==> src/rtl/fb_clocked_video_out.sv <==
// Clocked-video output stage: pixel FIFO, raster timing generator and frame alignment FSM.
// Optional FB_CVO_TEST_PATTERN_EN adds a test_pattern input that replaces pixels with {h_cnt,v_cnt}.
module fb_clocked_video_out #(
  parameter int DATA_W     = 32,
  parameter int FIFO_DEPTH = 16,
  parameter int H_ACTIVE   = 640,
  parameter int H_FP       = 16,
  parameter int H_SYNC     = 96,
  parameter int H_BP       = 48,
  parameter int V_ACTIVE   = 480,
  parameter int V_FP       = 10,
  parameter int V_SYNC     = 2,
  parameter int V_BP       = 33,
  parameter bit HS_POL     = 1'b0,
  parameter bit VS_POL     = 1'b0
) (
  input  logic              clk_clk,
  input  logic              reset_reset_n,
  input  logic              enable,
  input  logic [DATA_W-1:0] din_data,
  input  logic              din_valid,
  output logic              din_ready,
  input  logic              din_startofpacket,
`ifdef FB_CVO_TEST_PATTERN_EN
  input  logic              test_pattern,
`endif
  output logic [DATA_W-1:0] vid_data,
  output logic              vid_datavalid,
  output logic              vid_h_sync,
  output logic              vid_v_sync,
  output logic              vid_h,
  output logic              vid_v,
  output logic              vid_f,
  output logic              underflow,
  output logic              underflow_sticky,
  input  logic              clear_underflow
);

  localparam int H_TOTAL = H_ACTIVE + H_FP + H_SYNC + H_BP;
  localparam int V_TOTAL = V_ACTIVE + V_FP + V_SYNC + V_BP;
  localparam int HW      = $clog2(H_TOTAL);
  localparam int VW      = $clog2(V_TOTAL);
  localparam int AW      = $clog2(FIFO_DEPTH);
  localparam int CW      = AW + 1;

  localparam logic [HW-1:0] H_ACT   = HW'(H_ACTIVE);
  localparam logic [HW-1:0] HS_BEG  = HW'(H_ACTIVE + H_FP);
  localparam logic [HW-1:0] HS_END  = HW'(H_ACTIVE + H_FP + H_SYNC);
  localparam logic [HW-1:0] H_LAST  = HW'(H_TOTAL - 1);
  localparam logic [VW-1:0] V_ACT   = VW'(V_ACTIVE);
  localparam logic [VW-1:0] VS_BEG  = VW'(V_ACTIVE + V_FP);
  localparam logic [VW-1:0] VS_END  = VW'(V_ACTIVE + V_FP + V_SYNC);
  localparam logic [VW-1:0] V_LAST  = VW'(V_TOTAL - 1);

  typedef enum logic [1:0] {IDLE, ALIGN, WAIT_FRAME, STREAM} state_t;

  state_t            state, state_next;
  logic [HW-1:0]     h_cnt;
  logic [VW-1:0]     v_cnt;
  logic              active, origin, hs_on, vs_on;

  logic [DATA_W:0]   mem [FIFO_DEPTH];
  logic [AW-1:0]     rd_ptr, wr_ptr;
  logic [CW-1:0]     count, count_next;
  logic              empty, push, pop, head_sop;
  logic [DATA_W-1:0] head_data, pixel;
  logic              pix_take, uf;

  assign active = (h_cnt < H_ACT) && (v_cnt < V_ACT);
  assign origin = (h_cnt == '0) && (v_cnt == '0);
  assign hs_on  = (h_cnt >= HS_BEG) && (h_cnt < HS_END);
  assign vs_on  = (v_cnt >= VS_BEG) && (v_cnt < VS_END);
  assign vid_f  = 1'b0;

  always_ff @(posedge clk_clk) begin
    if (!reset_reset_n) begin
      h_cnt <= '0;
      v_cnt <= '0;
    end else if (h_cnt == H_LAST) begin
      h_cnt <= '0;
      v_cnt <= (v_cnt == V_LAST) ? '0 : v_cnt + VW'(1);
    end else begin
      h_cnt <= h_cnt + HW'(1);
    end
  end

  assign empty      = (count == '0);
  assign head_sop   = mem[rd_ptr][DATA_W];
  assign head_data  = mem[rd_ptr][DATA_W-1:0];
  assign push       = din_valid && din_ready && enable;
  assign count_next = count + CW'(push) - CW'(pop);

  always_ff @(posedge clk_clk) begin
    if (push) mem[wr_ptr] <= {din_startofpacket, din_data};
  end

  // Dropping enable flushes the FIFO; ready is precomputed from the next occupancy.
  always_ff @(posedge clk_clk) begin
    if (!reset_reset_n || !enable) begin
      rd_ptr    <= '0;
      wr_ptr    <= '0;
      count     <= '0;
      din_ready <= 1'b0;
    end else begin
      if (push) wr_ptr <= wr_ptr + AW'(1);
      if (pop)  rd_ptr <= rd_ptr + AW'(1);
      count     <= count_next;
      din_ready <= (count_next < CW'(FIFO_DEPTH));
    end
  end

  always_ff @(posedge clk_clk) begin
    if (!reset_reset_n) state <= IDLE;
    else                state <= state_next;
  end

  always_comb begin
    state_next = state;
    pop        = 1'b0;
    pix_take   = 1'b0;
    uf         = 1'b0;
    if (!enable) begin
      state_next = IDLE;
    end
`ifdef FB_CVO_TEST_PATTERN_EN
    else if (test_pattern) begin
      state_next = state;
    end
`endif
    else begin
      case (state)
        IDLE: state_next = ALIGN;
        ALIGN: begin
          if (!empty) begin
            if (head_sop) state_next = WAIT_FRAME;
            else          pop        = 1'b1;
          end
        end
        WAIT_FRAME: begin
          if (origin && !empty) begin
            state_next = STREAM;
            pop        = 1'b1;
            pix_take   = 1'b1;
          end
        end
        STREAM: begin
          // A frame must start exactly at (0,0); any mismatch forces realignment.
          if (active) begin
            if (empty) begin
              uf         = 1'b1;
              state_next = ALIGN;
            end else if (origin) begin
              if (head_sop) begin
                pop      = 1'b1;
                pix_take = 1'b1;
              end else begin
                uf         = 1'b1;
                state_next = ALIGN;
              end
            end else if (head_sop) begin
              uf         = 1'b1;
              state_next = WAIT_FRAME;
            end else begin
              pop      = 1'b1;
              pix_take = 1'b1;
            end
          end
        end
        default: state_next = IDLE;
      endcase
    end
  end

  always_comb begin
    pixel = pix_take ? head_data : '0;
`ifdef FB_CVO_TEST_PATTERN_EN
    if (test_pattern && active) pixel = DATA_W'({h_cnt, v_cnt});
`endif
  end

  always_ff @(posedge clk_clk) begin
    if (!reset_reset_n) begin
      vid_data         <= '0;
      vid_datavalid    <= 1'b0;
      vid_h_sync       <= ~HS_POL;
      vid_v_sync       <= ~VS_POL;
      vid_h            <= 1'b0;
      vid_v            <= 1'b0;
      underflow        <= 1'b0;
      underflow_sticky <= 1'b0;
    end else begin
      vid_data         <= pixel;
      vid_datavalid    <= active;
      vid_h_sync       <= hs_on ? HS_POL : ~HS_POL;
      vid_v_sync       <= vs_on ? VS_POL : ~VS_POL;
      vid_h            <= (h_cnt >= H_ACT);
      vid_v            <= (v_cnt >= V_ACT);
      underflow        <= uf;
      underflow_sticky <= uf | (underflow_sticky & ~clear_underflow);
    end
  end

endmodule

==> config.mk <==
export PLATFORM = sky130hd
export DESIGN_NAME = fb_clocked_video_out
export DESIGN_NICKNAME = d
export VERILOG_FILES = /design/src/rtl/fb_clocked_video_out.sv
export SDC_FILE = /design/constraint.sdc
export NUM_CORES = 1
export LEC_CHECK = 0
export CAP_MARGIN = 20
export CORE_MARGIN = 4
export CORE_UTILIZATION = 45
export CTS_BUF_LIST = sky130_fd_sc_hd__clkbuf_2
export CTS_CLUSTER_DIAMETER = 120
export DETAILED_ROUTE_END_ITERATION = 10
export HOLD_SLACK_MARGIN = 0.15
export PLACE_DENSITY = 0.66
export SLEW_MARGIN = 25
export SYNTH_ARGS = -nofsm -noshare
export SYNTH_HDL_FRONTEND = slang
export SYNTH_SLANG_ARGS = --single-unit
==> constraint.sdc <==
create_clock -name clk_clk -period 7.2 [get_ports clk_clk]
set_clock_uncertainty 0.2 [all_clocks]
set_input_delay 1.44 -clock clk_clk [delete_from_list [all_inputs] [get_ports clk_clk]]
set_output_delay 1.44 -clock clk_clk [all_outputs]
set_load 0.03 [all_outputs]
Yosys cells after proc, flatten, opt, wreduce, memory -nomap -nowiden
Memories as Yosys holds them, arrays and structs flattened. A register that Yosys moved wholly into a read port is not among the register bits.
Cells that the tools add are included.
{"block": "op_classes", "n_eq_ne": 9, "div": 0, "reduce_logical": 19, "shifts": 0, "n_lt_le_gt_ge": 9, "addsub": 6, "muxes": 31, "bitwise_logic": 4, "mul": 0}
{"cell": "adder 10 x 1 -> 10 bit (second input constant)", "n": 2}
{"cell": "equality test 10 bit (second input constant)", "n": 2}
{"cell": "greater-or-equal comparator 10 bit (second input constant)", "n": 2}
{"cell": "greater-or-equal comparator 10 x 9 -> 1 bit (second input constant)", "n": 2}
{"cell": "zero test 10 bit", "n": 2}
{"cell": "< comparator 10 bit (second input constant)", "n": 2}
{"cell": "< comparator 10 x 9 -> 1 bit (second input constant)", "n": 2}
{"cell": "two-way mux 1 bit", "n": 18}
{"cell": "two-way mux 2 bit", "n": 7}
{"cell": "two-way mux 10 bit", "n": 1}
{"cell": "adder 4 x 1 -> 4 bit (second input constant)", "n": 2}
{"cell": "two-way mux 4 bit", "n": 2}
{"cell": "one-hot mux 2 bit (4 select lines)", "n": 1}
{"cell": "logical AND 1 bit", "n": 7}
{"cell": "inequality test 2 bit (second input constant)", "n": 3}
{"cell": "adder 5 x 1 -> 5 bit", "n": 1}
{"cell": "zero test 5 bit", "n": 1}
{"cell": "< comparator 5 bit (second input constant)", "n": 1}
{"cell": "subtractor 5 x 1 -> 5 bit", "n": 1}
{"cell": "equality test 2 bit (second input constant)", "n": 2}
{"cell": "inequality test 4 bit (second input constant)", "n": 1}
{"cell": "AND reduction 2 bit", "n": 2}
{"cell": "AND reduction 4 bit", "n": 1}
{"cell": "zero test 1 bit", "n": 3}
{"cell": "9 further kinds", "n": 10}
{"block": "word_totals", "reg_bits": 75, "wordCells": 94, "n_memories": 1, "ram_bits": 528, "mem_bits_ro": 0, "latch_bits": 0, "input_bits": 38}
{"memory": "mem", "depth": 16, "width": 33, "rd": 1, "rd_clocked_by_memory_dff": 1, "write_ports": 1, "line": "62", "text": "logic [DATA_W:0] mem [FIFO_DEPTH];"}

Logic depth before layout (Yosys ltp)
Gate-level depths: netlist of run 1.
{"block": "depth", "word_depth": 9, "depth_mapped": 16, "mapped_depth_nobuf": 15}

Worst setup path after synthesis of run 1
OpenSTA, ideal clock, no wires.
{"block": "synth_path", "kind": "in2reg", "start": "input port din_valid", "end": "memory mem[3][0] (netlist name) (enable)", "required_ns": 6.536, "n_path_buf": 1, "stages": 4, "arrival_time_ns": 4.299, "setup_slack_ns": 2.237, "cell_sequence": "and3_1 > clkbuf_1 > nand2_1 > nor3_1"}
{"block": "synth_via", "elab_chain_cells": 4}
{"element": "start: declaration", "line": "21", "text": "input logic din_valid,"}
{"element": "logical AND 1 bit (2 in series)", "line": "90", "text": "assign push = din_valid && din_ready && enable;"}
{"element": "two-way mux 1 bit", "line": "94", "text": "if (push) mem[wr_ptr] <= {din_startofpacket, din_data};"}
{"element": "two-way mux 1 bit (not written as such)", "line": "94"}
{"element": "end: declaration", "line": "62"}
Every way passes these cells.

Worst setup path after layout of run 1
{"block": "layout_path", "start": "register vid_data[2] (read register of mem)", "end": "output port vid_data[2]"}
{"element": "start: declaration", "line": "27", "text": "output logic [DATA_W-1:0] vid_data,"}
No word-level cell between the ends.

==> results of run 1 <==
[per-stage QoR]
stage	cell area (µm²)	total power, mW	hold slack, ps
2_1_floorplan	23000	3.93	226
3_3_place_gp	24700	4.00	248
3_5_place_dp	24700	4.01	264
4_1_cts	26100	6.38	287
5_1_grt	26100	6.59	325
6_report	26100	6.28	276
[per-layer routing]
layer  vias up  part of all wire, %  routed length (µm)
met1      5826                   43               20200
met2       351                   49               23100
met4         0                  2.2                1030
li1       4912                    -                   -
met5         -                    0                   0
met3        81                  5.9                2780
[power by group through the flow]
| stage | Clock, mW | Combinational (mW) | Sequential, mW |
|---|---|---|---|
| after floorplan | 0 | 0.0288 | 3.90 |
| after global placement | 0 | 0.0993 | 3.90 |
| after detailed placement | 0 | 0.103 | 3.90 |
| after CTS | 2.46 | 0.103 | 3.82 |
| after global routing | 2.65 | 0.111 | 3.82 |
| final | 2.36 | 0.101 | 3.82 |
[final timing paths]
path | start | to | slack [ps]
setup / recovery | vid_data[2]$_SDFF_PN0_ | vid_data[2] | 3220
hold reg to reg | h_cnt[0]$_SDFF_PP0_ | h_cnt[0]$_SDFF_PP0_ | 280
hold / removal | h_cnt[0]$_SDFF_PP0_ | h_cnt[0]$_SDFF_PP0_ | 280
setup reg to reg | flip-flop | count[4]$_SDFF_PN0_ | 3300
[cell families after synthesis]
logic type / share of synthesized area (%)
AO/OA/AOI/OAI: 1.04
other: 0.0163
multiplexers: 16.4
adder cells (fa/ha/maj): 0.956
AND/OR/NAND/NOR: 3.66
XOR/XNOR: 0.874
flip-flops: 75.7
buffers and inverters: 1.38
[sequential cells by signal, summed over array words and instances (netlist names), 2 cells and up, named ones only]
| name | cells |
|---|---|
| state | 2 |
| vid_data | 32 |
| mem | 528 |
| wr_ptr | 4 |
| h_cnt | 10 |
| count | 5 |
| rd_ptr | 4 |
| v_cnt | 10 |
[cell type report]
cell class / count / area share [%]
clock buffer: 225 / 4.31
clock inverter: 40 / 1.18
timing repair buffer: 100 / 3.61
multi-input combinational: 407 / 20.6
antenna: 6 / 0.0574
tap: 672 / 3.22
sequential: 607 / 66.7
inverter: 18 / 0.258
[placed cells by master, fill, tap and decap left out, types with 14 or more instances in the layout]
cell type,count
sky130_fd_sc_hd__edfxtp_1,528
sky130_fd_sc_hd__nor2_1,33
sky130_fd_sc_hd__buf_4,23
sky130_fd_sc_hd__dfxtp_1,75
sky130_fd_sc_hd__mux4_2,162
sky130_fd_sc_hd__inv_1,18
sky130_fd_sc_hd__xnor2_1,14
sky130_fd_sc_hd__clkdlybuf4s50_1,77
sky130_fd_sc_hd__nand2_1,19
sky130_fd_sc_hd__ha_1,16
sky130_fd_sc_hd__clkinv_1,26
sky130_fd_sc_hd__nor2b_1,34
sky130_fd_sc_hd__clkbuf_2,225
==> flow_summary.yaml, run 1 <==
outcome:
  status: "finished clean"
timing:
  final_clock_period_utilization_by_the_worst_path_pct: 55.3
  totalNegativeSetupSlack_ps: 0
  rsz0062_at_grt: "no"
  hold_viol_final: 0
  final_critical_path_setup_slack_ps: 3220
  slew_headroom_pct: 38.2
  maxClockFrequency_mhz: 251
  tightestPinTransition_ps: 926
  final-max-slew-violation-count: 0
  timing.final.crit_period_ps: 3980
  setup_violation_total_in_the_final_timing_report: 0
worst_setup_path:
  critPathLaunchType: "flip-flop"
  cp-end-kind: "output port"
  crit_cells: 1
  path_class: "reg -> out"
  worstRegToRegCells: 12
  path_delay_family: "buffers and inverters"
  worst-endpoint-arrival_ps: 2340
  critical_path.max_stage_delay_ps: 700
  critical-path-slowest-cell: "sky130_fd_sc_hd__clkdlybuf4s50_1"
  buffers_and_inverters_on_the_worst_path: 1
  crit_chain: "clkdlybuf4s50_1"
  cp_max_fo: 1
  critical_path_required_ps: 5560
placement:
  port-buffer-count: 77
  placedCellCount: 1804
  dp.final_hpwl_mm: 26.4
  gp_weighted_congestion: 0.757
  placement.setup.worst_slack_ps: 2890
layout:
  final_core_util_pct: 51.9
  post_layout_nonfiller_instances: 2075
  layout-drive-gt1-share_pct: 32.1
  final-seq-area_um2: 17400
  nFillCells: 4052
  multi_input_area_um2: 5390
  final_net_count: 1341
  syn2layout_area_growth_pct: 13.5
global_routing:
  grt.met2_usage_pct: 27.9
  global_route.usage.met3_pct: 4.86
  gr-usage-met1_pct: 24.5
  grt_pass1_vias: 11900
  wire_length_of_the_first_global_routing_pass_mm: 71.9
  grt-ovfl-total: 0
  busiest_layer: "met2"
  initial_antenna_violation_count: 2
  largest_net_degree_at_the_start_of_global_routing: 57
  global_route.usage.total_pct: 17.9
min_path:
  worstHoldPathType: "reg -> reg"
  hold_path_depth: 1
run:
  max-cap-violations: 0
clocking:
  max-clock-path-buffers: 3
  cts_setup_buffers: 0
  cts.root.buffer_cell: "sky130_fd_sc_hd__clkbuf_2"
  clock_sinks: 607
  numCtsBuffers: 152
  post_cts_resize_count: 0
  hold_buffers: 0
  clkTransAtPathRegs_ps: 90
  worst_skew_pair.late_latency_ps: 1300
  tritoncts: "done"
  htree_num_levels: 4
synthesis:
  ys.warnings.count: 0
  edff_count_synth: 528
  yosys_most_used_dff: "sky130_fd_sc_hd__edfxtp_1"
  yosysSeqAreaShare_pct: 75.7
  flip_flop_and_latch_count_after_synthesis: 607
  yosys-top-cells-count: "528 x sky130_fd_sc_hd__edfxtp_1, 162 x sky130_fd_sc_hd__mux4_2, 79 x sky130_fd_sc_hd__dfxtp_1, 45 x sky130_fd_sc_hd__nor2_1, 34 x sky130_fd_sc_hd__nor2b_1"
  syn-mean-instance-area_um2: 21.2
  synth.area.top_cells: "sky130_fd_sc_hd__edfxtp_1 69%, sky130_fd_sc_hd__mux4_2 16%, sky130_fd_sc_hd__dfxtp_1 6.9%"
  synthMostInstantiatedCell: "sky130_fd_sc_hd__edfxtp_1"
  post-synth-top-area-fraction_pct: 68.8
  synth_area_leader_cell: "sky130_fd_sc_hd__edfxtp_1"
  postSynthNetCount: 1140
  post_synth_inst_count: 1085
  async_flop_share_pct: 0
  ys_types: 50
  synth_area_um2: 23000
die:
  floorplan.die.height_um: 234
  rows: 82
  floorplan.core_area_um2: 50400
  pin_count: 79
  die_width_um: 234
  die-area_um2: 54900
  floorplan.initialDensity_pct: 45.7
routing:
  drtIter0Drc: 933
  routed-via-count: 11200
  wl_per_instance_um: 22.7
  detail_route.first_pass.iterations: 5
  drc_errors: 0
  detail_route.wirelength_mm: 47.1
  routed_via_density: 5.38
  drtAntennaViolNets: 0
pwr:
  leakage_nw: 8.28
  p_sw_mw: 1.42
  ir_drop_v: 0.000124
  pwr-share-seq_pct: 60.8
  power.density_nw_per_um2: 240
  power.share.switching_pct: 22.6
  combinational_share_of_power_pct: 1.6
  power.internal_mw: 4.87
  share_clk_of_total_power_pct: 37.6
No activity file was read; power rests on OpenSTA's default activity.
==> inputs of run 2 (changes only) <==
==> constraint.sdc (replaced) <==
create_clock -name clk_clk -period 4 [get_ports clk_clk]
set_clock_uncertainty 0.2 [all_clocks]
set_input_delay 0.8 -clock clk_clk [delete_from_list [all_inputs] [get_ports clk_clk]]
set_output_delay 0.8 -clock clk_clk [all_outputs]
set_load 0.03 [all_outputs]
==> run 2 against run 1 <==
Against the previous run:
- total power rose by 81%
- wire length rose by 2.0%
- register-to-register slack got worse by 2800 ps
- final area rose by 2.6%
- core utilization rose by 1.3 points
- global-route usage rose by 0.37 points
- worst hold slack got worse by 13 ps
- sequential share of layout area fell by 1.7 points
- cell count rose by 3.9%
- critical endpoint is now count[4]$_SDFF_PN0_
==> flow_summary.yaml, run 2 (synthesis results as in run 1) <==
layout:
  max_flop_register: "mem"
  number_of_flip_flops_in_the_largest_register: 528
  leading_cell_types_in_the_layout_fill_and_taps_excluded: "528 x sky130_fd_sc_hd__edfxtp_1, 231 x sky130_fd_sc_hd__clkbuf_2, 162 x sky130_fd_sc_hd__mux4_2, 77 x sky130_fd_sc_hd__clkdlybuf4s50_1, 75 x sky130_fd_sc_hd__dfxtp_1"
  layout-drive-gt1-share_pct: 32.7
  finalInstanceArea_um2: 26800
  post_layout_nonfiller_instances: 2155
  final_common_cell: "sky130_fd_sc_hd__edfxtp_1"
  final_net_count: 1403
  nFillCells: 3960
  syn2layout_area_growth_pct: 16.4
  final_core_util_pct: 53.2
  top_registers: "mem x528, vid_data x32"
pwr:
  pwr-share-seq_pct: 60.5
  combinational_share_of_power_pct: 1.8
  leakage_nw: 8.60
  power.density_nw_per_um2: 424
  share_clk_of_total_power_pct: 37.7
  ir_drop_v: 0.000258
  design_power_total_mw: 11.4
  power.internal_mw: 8.73
  power.share.switching_pct: 23.3
  p_sw_mw: 2.64
die:
  floorplan.core_area_um2: 50400
  rows: 82
  die-area_um2: 54900
  floorplan.die.height_um: 234
  pin_count: 79
  floorplan.initialDensity_pct: 45.7
  die_width_um: 234
routing:
  detail_route.first_pass.iterations: 5
  wl_met2_mm: 24.0
  maxUsedRoutingLayer: "met4"
  detail_route.wirelength_mm: 48.0
  drtIter0Drc: 879
  dr_wl_met3_mm: 2.83
  drc_errors: 0
  wl_per_instance_um: 22.3
  routed-via-count: 11400
  drtAntennaViolNets: 0
  routed_via_density: 5.31
  met1_length_mm: 20.4
timing:
  worst_hold_slack_ps: 263
  final_clock_period_utilization_by_the_worst_path_pct: 88.5
  final_critical_path_setup_slack_ps: 460
  setup_violation_total_in_the_final_timing_report: 0
  hold_viol_final: 0
  timing.final.crit_period_ps: 3540
  totalNegativeSetupSlack_ps: 0
  slew_headroom_pct: 41.8
  tightestPinTransition_ps: 873
  rsz0062_at_grt: "no"
  maxClockFrequency_mhz: 282
  final-max-slew-violation-count: 0
run:
  max-cap-violations: 0
worst_setup_path:
  cp-end-kind: "flip-flop"
  critPathLaunchType: "flip-flop"
  worstRegToRegCells: 15
  worst-endpoint-arrival_ps: 4490
  critical_path_required_ps: 4940
  path_class: "reg -> reg"
  critical_path.reg2reg.startpoint: "count[3]$_SDFF_PN0_"
  setup.worst_path.start: "count[3]$_SDFF_PN0_"
  cp_max_fo: 6
global_routing:
  largest_net_degree_at_the_start_of_global_routing: 73
  grt-ovfl-total: 0
  wire_length_of_the_first_global_routing_pass_mm: 73.2
  initial_antenna_violation_count: 3
  grt_pass1_vias: 12200
  global_route.usage.total_pct: 18.3
clocking:
  htree_num_levels: 4
  worst_skew_pair.late_latency_ps: 1310
  cts.root.buffer_cell: "sky130_fd_sc_hd__clkbuf_2"
  max-clock-path-buffers: 3
  hold_buffers: 39
  tritoncts: "done"
  clock_sinks: 607
  post_cts_resize_count: 0
  numCtsBuffers: 155
  cts_setup_buffers: 0
  clkTransAtPathRegs_ps: 90
placement:
  gp_weighted_congestion: 0.776
  detailed_place.area_um2: 24900
  placement.setup.worst_slack_ps: 459
  port-buffer-count: 77
  dp.final_hpwl_mm: 25.6
  placedCellCount: 1824
min_path:
  hold_path_startpoint: "rd_ptr[3]$_SDFFE_PN0N_"
  hold_path_depth: 2
  worstHoldPathType: "reg -> reg"
outcome:
  status: "finished clean"
-- run 2: power by group through the flow --
stage | logic [mW] | clock network (mW) | registers, mW
6_report | 0.203 | 4.29 | 6.88
4_1_cts | 0.205 | 4.48 | 6.88
3_5_place_dp | 0.173 | 0 | 7.02
2_1_floorplan | 0.0519 | 0 | 7.03
5_1_grt | 0.222 | 4.83 | 6.88
3_3_place_gp | 0.165 | 0 | 7.02
-- run 2: metal layers --
| metal | up-vias | GRT usage (%) |
|---|---|---|
| met1 | 5969 | 24.4 |
| li1 | 5064 | - |
| met2 | 350 | 29.2 |
| met3 | 57 | 4.99 |
| met5 | - | 0 |
| met4 | 0 | 7.00 |
-- run 2: worst max-delay path, cell delays in order (launching register included) --
cell and delay (ps):
sky130_fd_sc_hd__dfxtp_1 330, sky130_fd_sc_hd__inv_1 80, sky130_fd_sc_hd__ha_1 140, sky130_fd_sc_hd__or4b_1 560, sky130_fd_sc_hd__and2_1 250, sky130_fd_sc_hd__or3b_1 180, sky130_fd_sc_hd__mux2i_2 80, sky130_fd_sc_hd__and2_1 170
sky130_fd_sc_hd__ha_1 260, sky130_fd_sc_hd__inv_1 40, sky130_fd_sc_hd__ha_1 190, sky130_fd_sc_hd__fa_1 400, sky130_fd_sc_hd__a21oi_1 160, sky130_fd_sc_hd__o21bai_1 90, sky130_fd_sc_hd__xnor2_1 150, sky130_fd_sc_hd__and2_1 160
-- run 2: final timing paths --
kind,slack [ps],end
max,460,count[4]$_SDFF_PN0_
max reg2reg,460,count[4]$_SDFF_PN0_
min reg2reg,260,flip-flop
min,260,flip-flop
-- run 2: layout make-up --
class / instances / area, µm² / share of cell area [%]
Antenna cell: 7 / 17.5 / 0.0653
Clock buffer: 231 / 1160 / 4.31
Clock inverter: 54 / 330 / 1.23
Inverter: 18 / 67.6 / 0.252
Multi-Input combinational cell: 407 / 5420 / 20.2
Sequential cell: 607 / 17400 / 65.1
Tap cell: 672 / 841 / 3.14
Timing Repair Buffer: 159 / 1530 / 5.72
==> inputs of run 3 (changes only) <==
--- a/config.mk
+++ b/config.mk
@@ -8,7 +8,6 @@
 export CAP_MARGIN = 20
 export CORE_MARGIN = 4
 export CORE_UTILIZATION = 45
-export CTS_BUF_LIST = sky130_fd_sc_hd__clkbuf_2
 export CTS_CLUSTER_DIAMETER = 120
 export DETAILED_ROUTE_END_ITERATION = 10
 export HOLD_SLACK_MARGIN = 0.15
==> run 3 against run 2 <==
Against the previous run:
- core utilization rose by 0.57 points
- critical path depth did not move
- clock-buffer cell count fell by 136
- critical endpoint unchanged
- largest power group unchanged
==> flow_summary.yaml, run 3 (synthesis results as in run 1) <==
global_routing:
  grt_pass1_vias: 11300
  gr-usage-met1_pct: 24.6
  largest_net_degree_at_the_start_of_global_routing: 73
  global_route.usage.total_pct: 17.7
  busiest_layer: "met2"
  wire_length_of_the_first_global_routing_pass_mm: 71.4
  initial_antenna_violation_count: 4
  grt-ovfl-total: 0
  global_route.usage.met3_pct: 3.90
  grt.met2_usage_pct: 28.7
worst_setup_path:
  cp-end-kind: "flip-flop"
  critical_path.reg2reg.startpoint: "count[3]$_SDFF_PN0_"
  critPathLaunchType: "flip-flop"
  path_class: "reg -> reg"
  worst-endpoint-arrival_ps: 3820
  critical_path_required_ps: 4280
  setup.worst_path.start: "count[3]$_SDFF_PN0_"
  cp_max_fo: 6
die:
  floorplan.initialDensity_pct: 45.7
  pin_count: 79
  rows: 82
  floorplan.die.height_um: 234
  die-area_um2: 54900
  die_width_um: 234
  floorplan.core_area_um2: 50400
pwr:
  leakage_nw: 8.36
  share_clk_of_total_power_pct: 46.0
  power.density_nw_per_um2: 483
  power.internal_mw: 10.5
  ir_drop_v: 0.000291
  p_sw_mw: 2.57
  power.share.switching_pct: 19.6
  pwr-share-seq_pct: 52.7
  combinational_share_of_power_pct: 1.3
placement:
  detailed_place.area_um2: 24900
  gp_weighted_congestion: 0.776
  placedCellCount: 1824
  dp.final_hpwl_mm: 25.6
  port-buffer-count: 77
run:
  max-cap-violations: 0
routing:
  routed_via_density: 5.51
  drtIter0Drc: 929
  detail_route.wirelength_mm: 47.2
  drtAntennaViolNets: 0
  wl_per_instance_um: 24.3
  routed-via-count: 10700
  drc_errors: 0
  detail_route.first_pass.iterations: 5
layout:
  top_registers: "mem x528, vid_data x32"
  final_common_cell: "sky130_fd_sc_hd__edfxtp_1"
  final_net_count: 1275
  layout-drive-gt1-share_pct: 25.1
  post_layout_nonfiller_instances: 1947
  syn2layout_area_growth_pct: 17.6
  final_core_util_pct: 53.8
  max_flop_register: "mem"
  number_of_flip_flops_in_the_largest_register: 528
  leading_cell_types_in_the_layout_fill_and_taps_excluded: "528 x sky130_fd_sc_hd__edfxtp_1, 162 x sky130_fd_sc_hd__mux4_2, 77 x sky130_fd_sc_hd__clkdlybuf4s50_1, 75 x sky130_fd_sc_hd__dfxtp_1, 68 x sky130_fd_sc_hd__clkbuf_16"
  finalInstanceArea_um2: 27100
clocking:
  cts.root.buffer_cell: "sky130_fd_sc_hd__clkbuf_16"
  clkTransAtPathRegs_ps: 50
  max-clock-path-buffers: 3
  hold_buffers: 0
  clock_sinks: 607
  tritoncts: "done"
  worst_skew_pair.late_latency_ps: 600
  numCtsBuffers: 66
  post_cts_resize_count: 0
  cts_setup_buffers: 0
  htree_num_levels: 3
timing:
  final-max-slew-violation-count: 0
  maxClockFrequency_mhz: 283
  setup_violation_total_in_the_final_timing_report: 0
  timing.final.crit_period_ps: 3540
  slew_headroom_pct: 41.5
  hold_viol_final: 0
  rsz0062_at_grt: "no"
  totalNegativeSetupSlack_ps: 0
  final_clock_period_utilization_by_the_worst_path_pct: 88.5
  tightestPinTransition_ps: 878
min_path:
  worstHoldPathType: "reg -> reg"
  hold_path_startpoint: "h_cnt[0]$_SDFF_PP0_"
outcome:
  status: "finished clean"
[run 3: path summary, 6_finish.rpt]
kind | endpoint | slack [ps] | depth (start not counted)
min reg2reg | h_cnt[0]$_SDFF_PP0_ | 260 | 1
min | h_cnt[0]$_SDFF_PP0_ | 260 | 1
max reg2reg | count[4]$_SDFF_PN0_ | 460 | 15
max | count[4]$_SDFF_PN0_ | 460 | 15
[run 3: power by group through the flow]
stage	clock network, mW	logic, mW	registers (mW)
after floorplan	0	0.0519	7.03
after global placement	0	0.165	7.02
after detailed placement	0	0.173	7.02
after CTS	6.18	0.174	6.89
after global routing	6.46	0.189	6.89
final	6.02	0.172	6.89
[run 3: per-layer routing]
metal | share of wire, % | vias to the layer above
met1 | 42 | 5669
met4 | 2.2 | 6
met5 | 0.10 | -
li1 | - | 4684
met3 | 5.7 | 72
met2 | 50 | 291
[run 3: final cells by class]
type,count,area (µm²)
repair buffers,120,1140
well taps,672,841
flip-flops and latches,607,17400
multi-input cells,407,5420
clock inverters,27,348
clock buffers,95,1830
diodes,1,2.50
fillers,3809,23300
inverters,18,67.6
[run 3: through the flow]
step	total power [mW]	setup WS (ps)	hold WS [ps]
2_1_floorplan	7.08	559	226
3_3_place_gp	7.19	547	239
3_5_place_dp	7.20	459	253
4_1_cts	13.2	458	264
5_1_grt	13.5	291	314
6_report	13.1	461	260
[run 3: critical path: stages (launching register included)]
cell                       delay [ps]
sky130_fd_sc_hd__dfxtp_1          320
sky130_fd_sc_hd__inv_1             80
sky130_fd_sc_hd__ha_1             140
sky130_fd_sc_hd__or4b_1           560
sky130_fd_sc_hd__and2_1           250
sky130_fd_sc_hd__or3b_1           180
sky130_fd_sc_hd__mux2i_2           80
sky130_fd_sc_hd__and2_1           170
sky130_fd_sc_hd__ha_1             260
sky130_fd_sc_hd__inv_1             40
sky130_fd_sc_hd__ha_1             190
sky130_fd_sc_hd__fa_1             400
sky130_fd_sc_hd__a21oi_1          160
sky130_fd_sc_hd__o21bai_1          90
sky130_fd_sc_hd__xnor2_1          150
sky130_fd_sc_hd__and2_1           160
